==> src/rtl/pipeline_control.sv <==
// Pipeline run/step/halt controller: debug-command FSM, load-use stall detection,
// branch/jump flush and enabled-cycle counter for a 5-stage pipeline.
module pipeline_control #(
    parameter int DRAIN_CYCLES = 4
) (
    input  logic        i_clk,
    input  logic        i_rst_n,
    input  logic        i_cmd_valid,
    input  logic [1:0]  i_cmd,
    input  logic [4:0]  i_id_rs,
    input  logic [4:0]  i_id_rt,
    input  logic        i_ex_mem_read,
    input  logic [4:0]  i_ex_rt,
    input  logic        i_branch_sel,
    input  logic        i_jump_sel,
    input  logic        i_halt_instr,
    output logic        o_pipe_en,
    output logic        o_pc_write,
    output logic        o_if_id_write,
    output logic        o_if_id_flush,
    output logic        o_mux_ctrl_signal_sel,
    output logic [1:0]  o_state,
    output logic [31:0] o_cycle_count
);

    localparam int CNT_W = (DRAIN_CYCLES > 8) ? $clog2(DRAIN_CYCLES) : 3;
    localparam logic [CNT_W-1:0] DRAIN_LOAD = CNT_W'(DRAIN_CYCLES - 1);

    localparam logic [1:0] CMD_RUN  = 2'b01;
    localparam logic [1:0] CMD_STEP = 2'b10;
    localparam logic [1:0] CMD_HALT = 2'b11;

    typedef enum logic [1:0] {
        ST_HALT  = 2'b00,
        ST_RUN   = 2'b01,
        ST_STEP  = 2'b10,
        ST_DRAIN = 2'b11
    } state_t;

    state_t            r_state;
    state_t            w_next;
    logic [CNT_W-1:0]  r_drain_cnt;
    logic [31:0]       r_cycle_count;
    logic              w_stall;
    logic              w_cmd_run;
    logic              w_cmd_step;
    logic              w_cmd_halt;

    assign w_cmd_run  = i_cmd_valid && (i_cmd == CMD_RUN);
    assign w_cmd_step = i_cmd_valid && (i_cmd == CMD_STEP);
    assign w_cmd_halt = i_cmd_valid && (i_cmd == CMD_HALT);

    assign w_stall = i_ex_mem_read && (i_ex_rt != 5'd0) &&
                     ((i_ex_rt == i_id_rs) || (i_ex_rt == i_id_rt));

    // Debug halt is checked first so it beats a halt_instr decoded in the same cycle.
    always_comb begin
        w_next = r_state;
        case (r_state)
            ST_HALT: begin
                if (w_cmd_run)       w_next = ST_RUN;
                else if (w_cmd_step) w_next = ST_STEP;
            end
            ST_RUN: begin
                if (w_cmd_halt)                     w_next = ST_HALT;
                else if (i_halt_instr && !w_stall)  w_next = ST_DRAIN;
            end
            ST_STEP:  w_next = ST_HALT;
            ST_DRAIN: begin
                if (w_cmd_halt || (r_drain_cnt == '0)) w_next = ST_HALT;
            end
            default:  w_next = ST_HALT;
        endcase
    end

    always_comb begin
        o_pipe_en             = (r_state != ST_HALT);
        o_pc_write            = 1'b0;
        o_if_id_write         = 1'b0;
        o_if_id_flush         = 1'b0;
        o_mux_ctrl_signal_sel = 1'b0;
        if (((r_state == ST_RUN) || (r_state == ST_STEP)) && !w_stall) begin
            o_pc_write            = 1'b1;
            o_if_id_write         = 1'b1;
            o_if_id_flush         = i_branch_sel | i_jump_sel;
            o_mux_ctrl_signal_sel = 1'b1;
        end
    end

    always_ff @(posedge i_clk or negedge i_rst_n) begin
        if (!i_rst_n) begin
            r_state <= ST_HALT;
        end else begin
            r_state <= w_next;
        end
    end

    // Loaded on DRAIN entry so DRAIN lasts exactly DRAIN_CYCLES enabled cycles.
    always_ff @(posedge i_clk or negedge i_rst_n) begin
        if (!i_rst_n) begin
            r_drain_cnt <= '0;
        end else if ((r_state != ST_DRAIN) && (w_next == ST_DRAIN)) begin
            r_drain_cnt <= DRAIN_LOAD;
        end else if (w_next != ST_DRAIN) begin
            r_drain_cnt <= '0;
        end else if (r_drain_cnt != '0) begin
            r_drain_cnt <= r_drain_cnt - 1'b1;
        end
    end

    always_ff @(posedge i_clk or negedge i_rst_n) begin
        if (!i_rst_n) begin
            r_cycle_count <= '0;
        end else if (o_pipe_en) begin
            r_cycle_count <= r_cycle_count + 32'd1;
        end
    end

    assign o_state       = r_state;
    assign o_cycle_count = r_cycle_count;

endmodule
==> config.mk <==
export PLATFORM = sky130hd
export DESIGN_NAME = pipeline_control
export DESIGN_NICKNAME = d
export VERILOG_FILES = /design/src/rtl/pipeline_control.sv
export SDC_FILE = /design/constraint.sdc
export NUM_CORES = 1
export LEC_CHECK = 0
export ABC_AREA = 1
export ABC_CLOCK_PERIOD_IN_PS = 2000
export BUFFER_PORTS_ARGS = -buffer_cell sky130_fd_sc_hd__clkbuf_2
export CELL_PAD_IN_SITES_DETAIL_PLACEMENT = 1
export CELL_PAD_IN_SITES_GLOBAL_PLACEMENT = 1
export CORE_AREA = 3 3 84 86
export DETAILED_ROUTE_END_ITERATION = 10
export DIE_AREA = 0 0 87 89
export GPL_TIMING_DRIVEN = 0
export HOLD_SLACK_MARGIN = 0.08
export PLACE_DENSITY = 0.88
export SLEW_MARGIN = 0
export SYNTH_ARGS = -nofsm -noshare
export SYNTH_HDL_FRONTEND = slang
export SYNTH_SLANG_ARGS = --single-unit
==> constraint.sdc <==
create_clock -name i_clk -period 2 [get_ports i_clk]
set_input_delay 0.2 -clock i_clk [delete_from_list [all_inputs] [get_ports i_clk]]
set_output_delay 0.2 -clock i_clk [all_outputs]
set_load 0.01 [all_outputs]
; ---- Word-level counts from Yosys, hierarchy flattened
; Cells that the tools add are included.
[totals]
input_bits = 24
regBits = 37
elab_cells = 46
[op_classes]
add_sub_neg = 2
mux = 11
bitwise_logic = 1
eq_ne = 11
n_reduce_logical = 18
[op_table]
columns = operator, n
row1 = $add 32x1->32 const B, 1
row2 = $eq 2x2->1 const B, 5
row3 = $eq 5x5->1, 2
row4 = $mux 2, 5
row5 = $mux 3, 3
row6 = $logic_and 1x1->1, 8
row7 = $pmux 2 s4, 1
row8 = $reduce_bool 3->1, 2
row9 = $reduce_bool 5->1, 1
row10 = $eq 2x1->1 const B, 2
row11 = $ne 2x2->1 const B, 2
row12 = $logic_not 3->1, 1
row13 = $logic_or 1x1->1, 3
row14 = $sub 3x1->3 const B, 1
row15 = $logic_not 2->1, 1
row16 = $mux 1, 2
row17 = $reduce_bool 2->1, 1
row18 = $logic_not 1->1, 1
row19 = $or 1x1->1, 1

; ---- Logic depth before layout (Yosys ltp)
; Gate-level depths: netlist (run 1).
[logic_depth]
ltp_word = 11
depth_mapped = 13
depth_no_buf = 13

; ---- Least setup slack after synthesis (run 1)
; OpenSTA, ideal clock, no wires.
[synth_path]
kind = reg-to-reg
startpoint = register r_state[0] (netlist: o_state[0])
endpoint = register r_cycle_count[23] (netlist: o_cycle_count[23])
path_buffers = 1
t_arrival_ns = 1.809
stages_incl_launch_ff = 12
slack_ns = 0.112
cell_sequence = dfrtp_1 inv_1 ha_1 buf_6 nor3_4 nand2_2 nor2_4 nand2_2 nor2_4 nand4_2 nor2_2 xor2_1
[synth_between]
elab_chain_cells = 1
[synth_lines]
columns = item, line
row1 = start: declaration, 40  ; state_t r_state;
row2 = start signal: assignment, 94  ; r_state <= w_next;
row3 = $reduce_bool 2->1, 77  ; o_pipe_en = (r_state != ST_HALT);
row4 = end signal: assignment, 115  ; r_cycle_count <= r_cycle_count + 32'd1;
row5 = end: declaration, 43  ; logic [31:0] r_cycle_count;
; Every way passes these cells.
; A chain may end at the register's enable or synchronous reset.

; ---- Worst setup path after layout (run 1)
[layout_path]
startpoint = register r_state[1] (netlist: o_state[1])
endpoint = register r_cycle_count[23] (netlist: o_cycle_count[23])
; The elaborated chain is that of the path after synthesis.

==> flow_summary.json, run 1 <==
{
  "p_switching_mw": 1.02,
  "root_buffer": "clkbuf_8",
  "hpwl_um": 5210,
  "irDropWorstVdd_uv": 419,
  "relSlewSlack_pct": 34.1,
  "cp-end-kind": "flip-flop",
  "syn_area_um2": 2390,
  "die_h_um": 89,
  "layout_commonest_cell": "nand2_1",
  "grt_max_degree": 38,
  "cp.arrival_ns": 2.13,
  "syn_inst": 310,
  "fin_util_pct": 47.7,
  "leakage_nw": 1.63,
  "cts_tree": "done",
  "dr.pass1.iters": 4,
  "worstMarginPinSlew_ns": 0.988,
  "max_freq_ghz": 0.524,
  "core.rowCount": 29,
  "switching_share_pct": 38.9,
  "cp-start-kind": "flip-flop",
  "synth_cell_types": 28,
  "clkPwrFrac_pct": 20.7,
  "synth_nets": 341,
  "min_period_ns": 1.91,
  "path_cells": "inv_2 > ha_2 > buf_6 > nor3_4 > nand2_2 > nor2_4 > nand2_2 > nor2_4 > nand4_4 > nor2_2 > xor2_1",
  "avgSynthCellArea_um2": 7.72,
  "drv_cap": 0,
  "h-tree-depth": 2,
  "setup_viol": 0,
  "synth-simple-area-share_pct": 35.0,
  "grt_usage_pct": 18.8,
  "crit_type": "reg -> reg",
  "timing.hold.ws_ns": 0.0595,
  "via_count": 2282,
  "design.die.area_um2": 7740,
  "stdcell_count": 470,
  "worstSkewPairLatency_ns": 0.29,
  "final_antenna_net_count": 0,
  "hold_class": "in -> async",
  "drc_errors": 0,
  "overflow": 0,
  "cts_made_buffers": 5,
  "gp_congestion": 0.784,
  "status": "completed",
  "diodes": 0,
  "p_int_mw": 1.61,
  "final_cell_mix": "83 x nand2_1, 63 x clkbuf_2, 43 x inv_1",
  "layout-drive-gt1-share_pct": 28.8,
  "cpPeakStageDelay_ns": 0.38,
  "wire_per_inst_um": 14.7,
  "drt_wl_total_um": 6920,
  "nNetsFinal": 424,
  "seqPwrFrac_pct": 35.4,
  "area_growth_pct": 26.5,
  "p_per_area_nw_per_um2": 868,
  "required_ns": 2.22,
  "first_global_vias": 2380,
  "num-fill-cells": 840,
  "period_share_pct": 95.4,
  "yosysWarningCount": 0,
  "antenna_found_initial": 0,
  "die_w_um": 87,
  "synth-xor-area-share_pct": 11.0,
  "viasPerCell": 4.86,
  "cp_max_fo": 4,
  "io_pins": 63,
  "portBuffers": 62,
  "slowest_stage": "dfrtp_1",
  "drtIter0Drc": 59,
  "clock_skew_ns": 0.00338,
  "maxSlewViolCount": 0,
  "rsz0062_at_grt": "yes",
  "yosysSeqAreaShare_pct": 38.7,
  "grt_pass1_wl_um": 11400,
  "yosys-mux-area-fraction_pct": 0,
  "synth_compound_area_share_pct": 2.93,
  "power_mw": 2.63,
  "clock-sinks": 37,
  "cts_hold_buf": 0,
  "ys_ff_latch": 37,
  "synth-adder-area-share_pct": 3.66,
  "core-area_um2": 6350,
  "hold_viol_final": 0,
  "start_util_pct": 37.7,
  "placed_cells": 449,
  "pwr-share-comb_pct": 43.9,
  "clock_path_buffers": 2,
  "tns_ns": 0,
  "clkTransAtPathRegs_ns": 0.07,
  "synth_top_family_by_area": "simple AND/OR/NAND/NOR gates"
}
[final timing paths]
kind	slack, ns	endpoint	startpoint	cells after the start
min	0.06	o_cycle_count[29]$_DFFE_PN0P_	i_rst_n	1
max in group asynchronous	1.34	o_cycle_count[11]$_DFFE_PN0P_	i_rst_n	1
min in group i_clk	0.34	o_state[1]$_DFF_PN0_	i_cmd[1]	5
max	0.09	o_cycle_count[23]$_DFFE_PN0P_	o_state[1]$_DFF_PN0_	11
max reg2reg	0.09	o_cycle_count[23]$_DFFE_PN0P_	o_state[1]$_DFF_PN0_	11
min reg2reg	0.51	o_cycle_count[29]$_DFFE_PN0P_	o_cycle_count[29]$_DFFE_PN0P_	1
[layer usage]
metal  part of all wire, %  global-route usage (%)
met4                   1.0                    4.67
met2                    53                    34.0
met3                   3.2                    3.59
met5                     0                       0
met1                    42                    22.9
[critical path, delay by kind of cell, from the launching register on]
kind / cells / cell delay (ns)
DFF: 1 / 0.38
buffers and inverters: 2 / 0.20
xor gates and xnor gates: 1 / 0.14
and+or+nand+nor: 7 / 0.95
adders and majority gates: 1 / 0.17
[power by group through the flow]
stage          Combinational [mW]  Clock (mW)  Sequential (mW)
3_3_place_gp                0.901           0            0.942
3_5_place_dp                0.956           0            0.952
4_1_cts                      1.02       0.560            0.926
2_1_floorplan               0.582           0            0.963
5_1_grt                      1.28       0.598            0.951
6_report                     1.15       0.543            0.930
[metrics by stage]
| step | worst slack [ns] | area [um^2] |
|---|---|---|
| after floorplan | 0.112 | 2390 |
| after global placement | -0.0652 | 2800 |
| after detailed placement | -0.109 | 2800 |
| after CTS | 0.0280 | 2930 |
| after global routing | -0.0638 | 3030 |
| final | 0.0926 | 3030 |
[repair_timing]
item | CTS | global route
resized for setup | 4 | 7
pin swaps | 3 | 6
endpoints found under the setup margin | 7 | 7
setup buffers | 4 | 10
[cell type report]
class / instances / area (um^2) / share of cell area, %
plain buffers: 4 / 31.3 / 1.03
clock buffers: 7 / 86.3 / 2.85
inverters: 48 / 180 / 5.95
multi-input cells: 221 / 1290 / 42.7
flip-flops and latches: 37 / 926 / 30.6
well taps: 77 / 96.3 / 3.18
repair buffers: 76 / 415 / 13.7
[Yosys cell counts (all sizes together)]
| cell | number | share of area, % |
|---|---|---|
| clkbuf | 1 | 0.16 |
| o21ai | 6 | 1.3 |
| a31oi | 2 | 0.52 |
| nor4 | 5 | 2.6 |
| nor2 | 37 | 6.8 |
| nor3 | 12 | 3.7 |
| dfrtp | 37 | 39 |
| ha | 7 | 3.7 |
| nand4 | 11 | 3.1 |
| xor2 | 21 | 7.7 |
| nand3 | 14 | 3.3 |
| buf | 3 | 1.1 |
| nand2 | 89 | 14 |
| o21a | 1 | 0.31 |
| a21oi | 4 | 0.84 |
| inv | 48 | 7.5 |
| xnor2 | 9 | 3.3 |
| nand3b | 3 | 0.94 |
[kinds of logic after synthesis]
logic type                 count (synthesis)
and+or+nand+nor                          171
xor gates and xnor gates                  30
AOI/OAI and AO/OA                         13
DFF                                       37
adders and majority gates                  7
buffers and inverters                     52
[state kept, by name (all words and copies together), names as in the netlist]
| register | cells |
|---|---|
| o_cycle_count | 32 |
| o_state | 2 |
| r_drain_cnt | 3 |
Power figures use the tool's default switching activity.
==> inputs of run 2 (changes only) <==
Settings changed: ABC_CLOCK_PERIOD_IN_PS 2000 to 2100.
Clock period 2 ns to 2.1 ns, I/O delays scaled along.
==> run 2 against run 1 <==
Net effect:
- flip-flop and latch count did not move
- highest routed layer unchanged
- worst hold slack improved by 0.0045 ns
- total power fell by 10%
- register-to-register slack improved by 0.06 ns
- via count fell by 2.2%
- largest power group unchanged
- first-iteration DRC count fell by 5.1%
- global-route usage fell by 0.61 points
- critical path depth fell by 5
- critical endpoint is now o_pipe_en
- sequential power fell by 4.3%
- non-clock buffer count fell by 8
==> flow_summary.json, run 2 (same netlist as run 1, synthesis figures left out) <==
{
  "grt_max_degree": 38,
  "placed_cells": 449,
  "path_delay_family": "buffers and inverters",
  "min_period_ns": 1.96,
  "clock_skew_ns": 0.00459,
  "clkTransAtPathRegs_ns": 0.07,
  "nNetsFinal": 416,
  "status": "completed",
  "core-area_um2": 6350,
  "hold_class": "in -> async",
  "period_share_pct": 93.3,
  "irDropWorstVdd_uv": 395,
  "cpPeakStageDelay_ns": 0.40,
  "num-fill-cells": 839,
  "final_cell_mix": "83 x nand2_1, 62 x clkbuf_2, 43 x inv_1",
  "drc_errors": 0,
  "die_h_um": 89,
  "leakage_nw": 1.60,
  "cts_tree": "done",
  "slowest_stage": "dfrtp_1",
  "cp_max_fo": 10,
  "relSlewSlack_pct": 35.1,
  "drtIter0Drc": 56,
  "worstSkewPairLatency_ns": 0.29,
  "core.rowCount": 29,
  "dr.pass1.iters": 4,
  "layout-drive-gt1-share_pct": 26.8,
  "first_global_vias": 2337,
  "hold_viol_final": 0,
  "root_buffer": "clkbuf_8",
  "cp-start-kind": "flip-flop",
  "layout_commonest_cell": "nand2_1",
  "design.die.area_um2": 7740,
  "grt_usage_pct": 18.1,
  "critPathBufInv": 5,
  "start_util_pct": 37.7,
  "wire_per_inst_um": 14.4,
  "grt_pass1_wl_um": 11100,
  "cts_hold_buf": 0,
  "tns_ns": 0,
  "path_cells": "inv_2 > ha_1 > buf_6 > inv_1 > clkbuf_1 > clkbuf_2",
  "clock_path_buffers": 2,
  "max_freq_ghz": 0.511,
  "p_per_area_nw_per_um2": 799,
  "clock-sinks": 37,
  "final_antenna_net_count": 0,
  "overflow": 0,
  "diodes": 0,
  "portBuffers": 62,
  "gp_congestion": 0.784,
  "cts_made_buffers": 5,
  "stdcell_count": 462,
  "maxSlewViolCount": 0,
  "via_count": 2232,
  "drt_wl_total_um": 6650,
  "drv_cap": 0,
  "hpwl_um": 5210,
  "cp.arrival_ns": 1.75,
  "crit_type": "reg -> out",
  "fin_util_pct": 46.6,
  "cp-end-kind": "output pin",
  "worstMarginPinSlew_ns": 0.973,
  "area_growth_pct": 23.7,
  "setup_viol": 0,
  "h-tree-depth": 2,
  "antenna_found_initial": 0,
  "die_w_um": 87,
  "required_ns": 1.89,
  "largest_reg_flops": 32,
  "viasPerCell": 4.83,
  "io_pins": 63
}
==> run 2: cell count changes in the layout (fill, tap and decap cells not counted) <==
| cell | previous run | this run |
|---|---|---|
| clkbuf_2 | 63 | 62 |
| nand2_2 | 6 | 5 |
| nand3_2 | 1 | 2 |
| nand2_4 | 0 | 1 |
| nand3_4 | 1 | 0 |
| ha_1 | 6 | 7 |
| ha_2 | 1 | 0 |
| clkbuf_1 | 1 | 2 |
| buf_4 | 16 | 8 |
==> run 2: final timing paths <==
path	start	to	slack (ns)	depth (start not counted)
max	o_state[1]$_DFF_PN0_	o_pipe_en	0.14	6
max reg2reg	o_state[1]$_DFF_PN0_	o_cycle_count[23]$_DFFE_PN0P_	0.15	11
max in group asynchronous	i_rst_n	o_state[0]$_DFF_PN0_	1.44	1
min	i_rst_n	o_cycle_count[29]$_DFFE_PN0P_	0.06	1
min in group i_clk	i_cmd[1]	o_state[1]$_DFF_PN0_	0.38	5
min reg2reg	o_cycle_count[29]$_DFFE_PN0P_	o_cycle_count[29]$_DFFE_PN0P_	0.51	1
==> run 2: layout make-up <==
class | instances | area [um^2] | share of cell area, %
sequential | 37 | 926 | 31.3
multi-input combinational | 221 | 1290 | 43.4
timing repair buffer | 68 | 355 | 12.0
buffer | 4 | 30.0 | 1.01
inverter | 48 | 180 | 6.09
clock buffer | 7 | 86.3 | 2.92
tap | 77 | 96.3 | 3.25
==> run 2: report_power, final <==
group	switching, mW	internal (mW)	leakage, nW
logic	0.579	0.382	1.05
registers	0.0966	0.793	0.506
clock network	0.255	0.261	0.0443
==> run 2: stage by stage <==
step	hold slack [ns]	power, mW	worst slack (ns)	instance area (um^2)
floorplan	-0.0856	1.47	0.212	2390
global placement	0.403	1.75	0.0348	2800
detailed placement	0.421	1.82	-0.00876	2800
CTS	0.0988	2.36	-0.00495	2910
global route	0.134	2.54	-0.0192	2960
finish	0.0641	2.37	0.142	2960
==> run 2: repair_timing <==
action | CTS | global route
gates resized for setup | 4 | 4
setup buffers | 1 | 5
endpoints found under the setup margin | 2 | 8
pin swaps | 1 | 5
gates cloned | 0 | 0
==> run 2: routing by layer <==
layer  vias to the layer above  part of all wire [%]  track usage, %
met2                        30                    51            32.2
met1                      1082                    44            22.6
met3                         8                   3.5            3.59
li1                       1112                     -               -
met5                         -                     0               0
met4                         0                   1.2            4.67
==> inputs of run 3 (changes only) <==
Settings changed: CAP_MARGIN set to 10, REMOVE_ABC_BUFFERS set to 1, TNS_END_PERCENT set to 5.
==> run 3 against run 2 <==
Net effect:
- first-iteration DRC count up 36%
- cell area decreased by 0.59%
- total power up 3.2%
- critical endpoint is now o_cycle_count[16]$_DFFE_PN0P_
- largest power group unchanged
==> flow_summary.json, run 3 (same netlist as run 1, synthesis figures left out) <==
{
  "gp_congestion": 0.804,
  "cts_hold_buf": 0,
  "required_ns": 2.28,
  "grt_use_met1_pct": 20.4,
  "grt_most_used_layer": "met2",
  "r2r_cells": 9,
  "antenna_found_initial": 0,
  "crit_path_start": "o_state[1]$_DFF_PN0_",
  "drt_wl_total_um": 6330,
  "dr.pass1.iters": 4,
  "relSlewSlack_pct": 37.5,
  "grt_use_met2_pct": 29.7,
  "max_freq_ghz": 0.494,
  "min_period_ns": 2.02,
  "overflow": 0,
  "nNetsFinal": 410,
  "cp-end-kind": "flip-flop",
  "root_buffer": "clkbuf_8",
  "drv_cap": 0,
  "placed_area_um2": 2770,
  "cp-start-kind": "flip-flop",
  "irDropWorstVdd_uv": 565,
  "period_share_pct": 96.4,
  "die_h_um": 89,
  "via_count": 2232,
  "wire_per_inst_um": 13.8,
  "crit_type": "reg -> reg",
  "power_mw": 2.44,
  "die_w_um": 87,
  "diodes": 0,
  "clock-sinks": 37,
  "r2r_setup_slack_ns": 0.08,
  "hold_viol_final": 0,
  "first_global_vias": 2281,
  "p_per_area_nw_per_um2": 829,
  "status": "completed",
  "tns_ns": 0,
  "final_antenna_net_count": 0,
  "layout_commonest_cell": "nand2_1",
  "cts_made_buffers": 5,
  "leakage_nw": 1.57,
  "final_cell_mix": "83 x nand2_1, 62 x clkbuf_2, 45 x inv_1",
  "setup_viol": 0,
  "viasPerCell": 4.88,
  "hpwl_um": 5070,
  "layout-drive-gt1-share_pct": 26.3,
  "cp_max_fo": 7,
  "area_growth_pct": 22.9,
  "h-tree-depth": 2,
  "drtIter0Drc": 76,
  "largest_reg_flops": 32,
  "cp.arrival_ns": 2.20,
  "design.die.area_um2": 7740,
  "core.rowCount": 29,
  "clock_skew_ns": 0.00955,
  "start_util_pct": 37.7,
  "io_pins": 63,
  "cts_tree": "done",
  "grt_usage_pct": 16.8,
  "fin_area_um2": 2940,
  "grt_pass1_wl_um": 10300,
  "grt.met3_usage_pct": 4.06,
  "portBuffers": 62,
  "core-area_um2": 6350,
  "hold_class": "in -> async",
  "clock_path_buffers": 2,
  "maxSlewViolCount": 0,
  "grt_max_degree": 38,
  "stdcell_count": 457,
  "r2r_start": "o_state[1]$_DFF_PN0_",
  "worstMarginPinSlew_ns": 0.937,
  "placed_cells": 445,
  "worstSkewPairLatency_ns": 0.29,
  "drc_errors": 0,
  "r2r_end": "o_cycle_count[16]$_DFFE_PN0P_",
  "clkTransAtPathRegs_ns": 0.08
}
[run 3: worst max-delay path, stage by stage (launching register included)]
cell and delay (ns):
dfrtp_1 0.41, inv_1 0.13, ha_4 0.23, nor2_4 0.15, nand2_2 0.11, nor4_4 0.40
nand2_1 0.11, nor2_2 0.13, nand2_1 0.09, xor2_1 0.16
[run 3: what timing repair did]
| action | in CTS | in global routing |
|---|---|---|
| setup buffers | 1 | 3 |
| pin swaps | 0 | 2 |
| endpoints found under the setup margin | 8 | 8 |
| gates resized for setup | 2 | 5 |
[run 3: cell type report]
class / count / area (um^2)
Fill cell: 830 / 3410
Multi-Input combinational cell: 221 / 1280
Sequential cell: 37 / 927
Timing Repair Buffer: 66 / 340
Inverter: 48 / 180
Tap cell: 77 / 96.3
Clock buffer: 7 / 86.3
Clock inverter: 1 / 30.0
[run 3: routing by layer]
metal / wire, um / vias to the layer above
met5: 0 / -
met4: 61 / 0
met3: 274 / 5
met2: 3290 / 53
met1: 2700 / 1064
li1: - / 1110
[run 3: worst max-delay path by stage]
stage                                    end  slack (ns)  cells past startpoint
2_1_floorplan  o_cycle_count[23]$_DFFE_PN0P_        0.22                     10
3_3_place_gp   o_cycle_count[16]$_DFFE_PN0P_        0.02                      9
3_5_place_dp   o_cycle_count[16]$_DFFE_PN0P_       -0.11                      9
4_1_cts        o_cycle_count[29]$_DFFE_PN0P_        0.03                     10
5_1_grt        o_cycle_count[16]$_DFFE_PN0P_       -0.03                      9
6_report       o_cycle_count[16]$_DFFE_PN0P_        0.08                      9
[run 3: through the flow]
| step | hold WS, ns | setup slack, ns | util (%) |
|---|---|---|---|
| floorplan | -0.0856 | 0.219 | - |
| global placement | 0.392 | 0.0150 | 43.6 |
| detailed placement | 0.395 | -0.111 | 43.6 |
| CTS | 0.0817 | 0.0252 | 45.7 |
| global route | 0.112 | -0.0347 | 46.3 |
| finish | 0.0473 | 0.0753 | 46.3 |
[run 3: where the power goes]
group	internal, mW	leakage [nW]	switching (mW)
clock	0.387	0.0585	0.260
sequential	0.795	0.505	0.0909
combinational	0.344	1.00	0.563
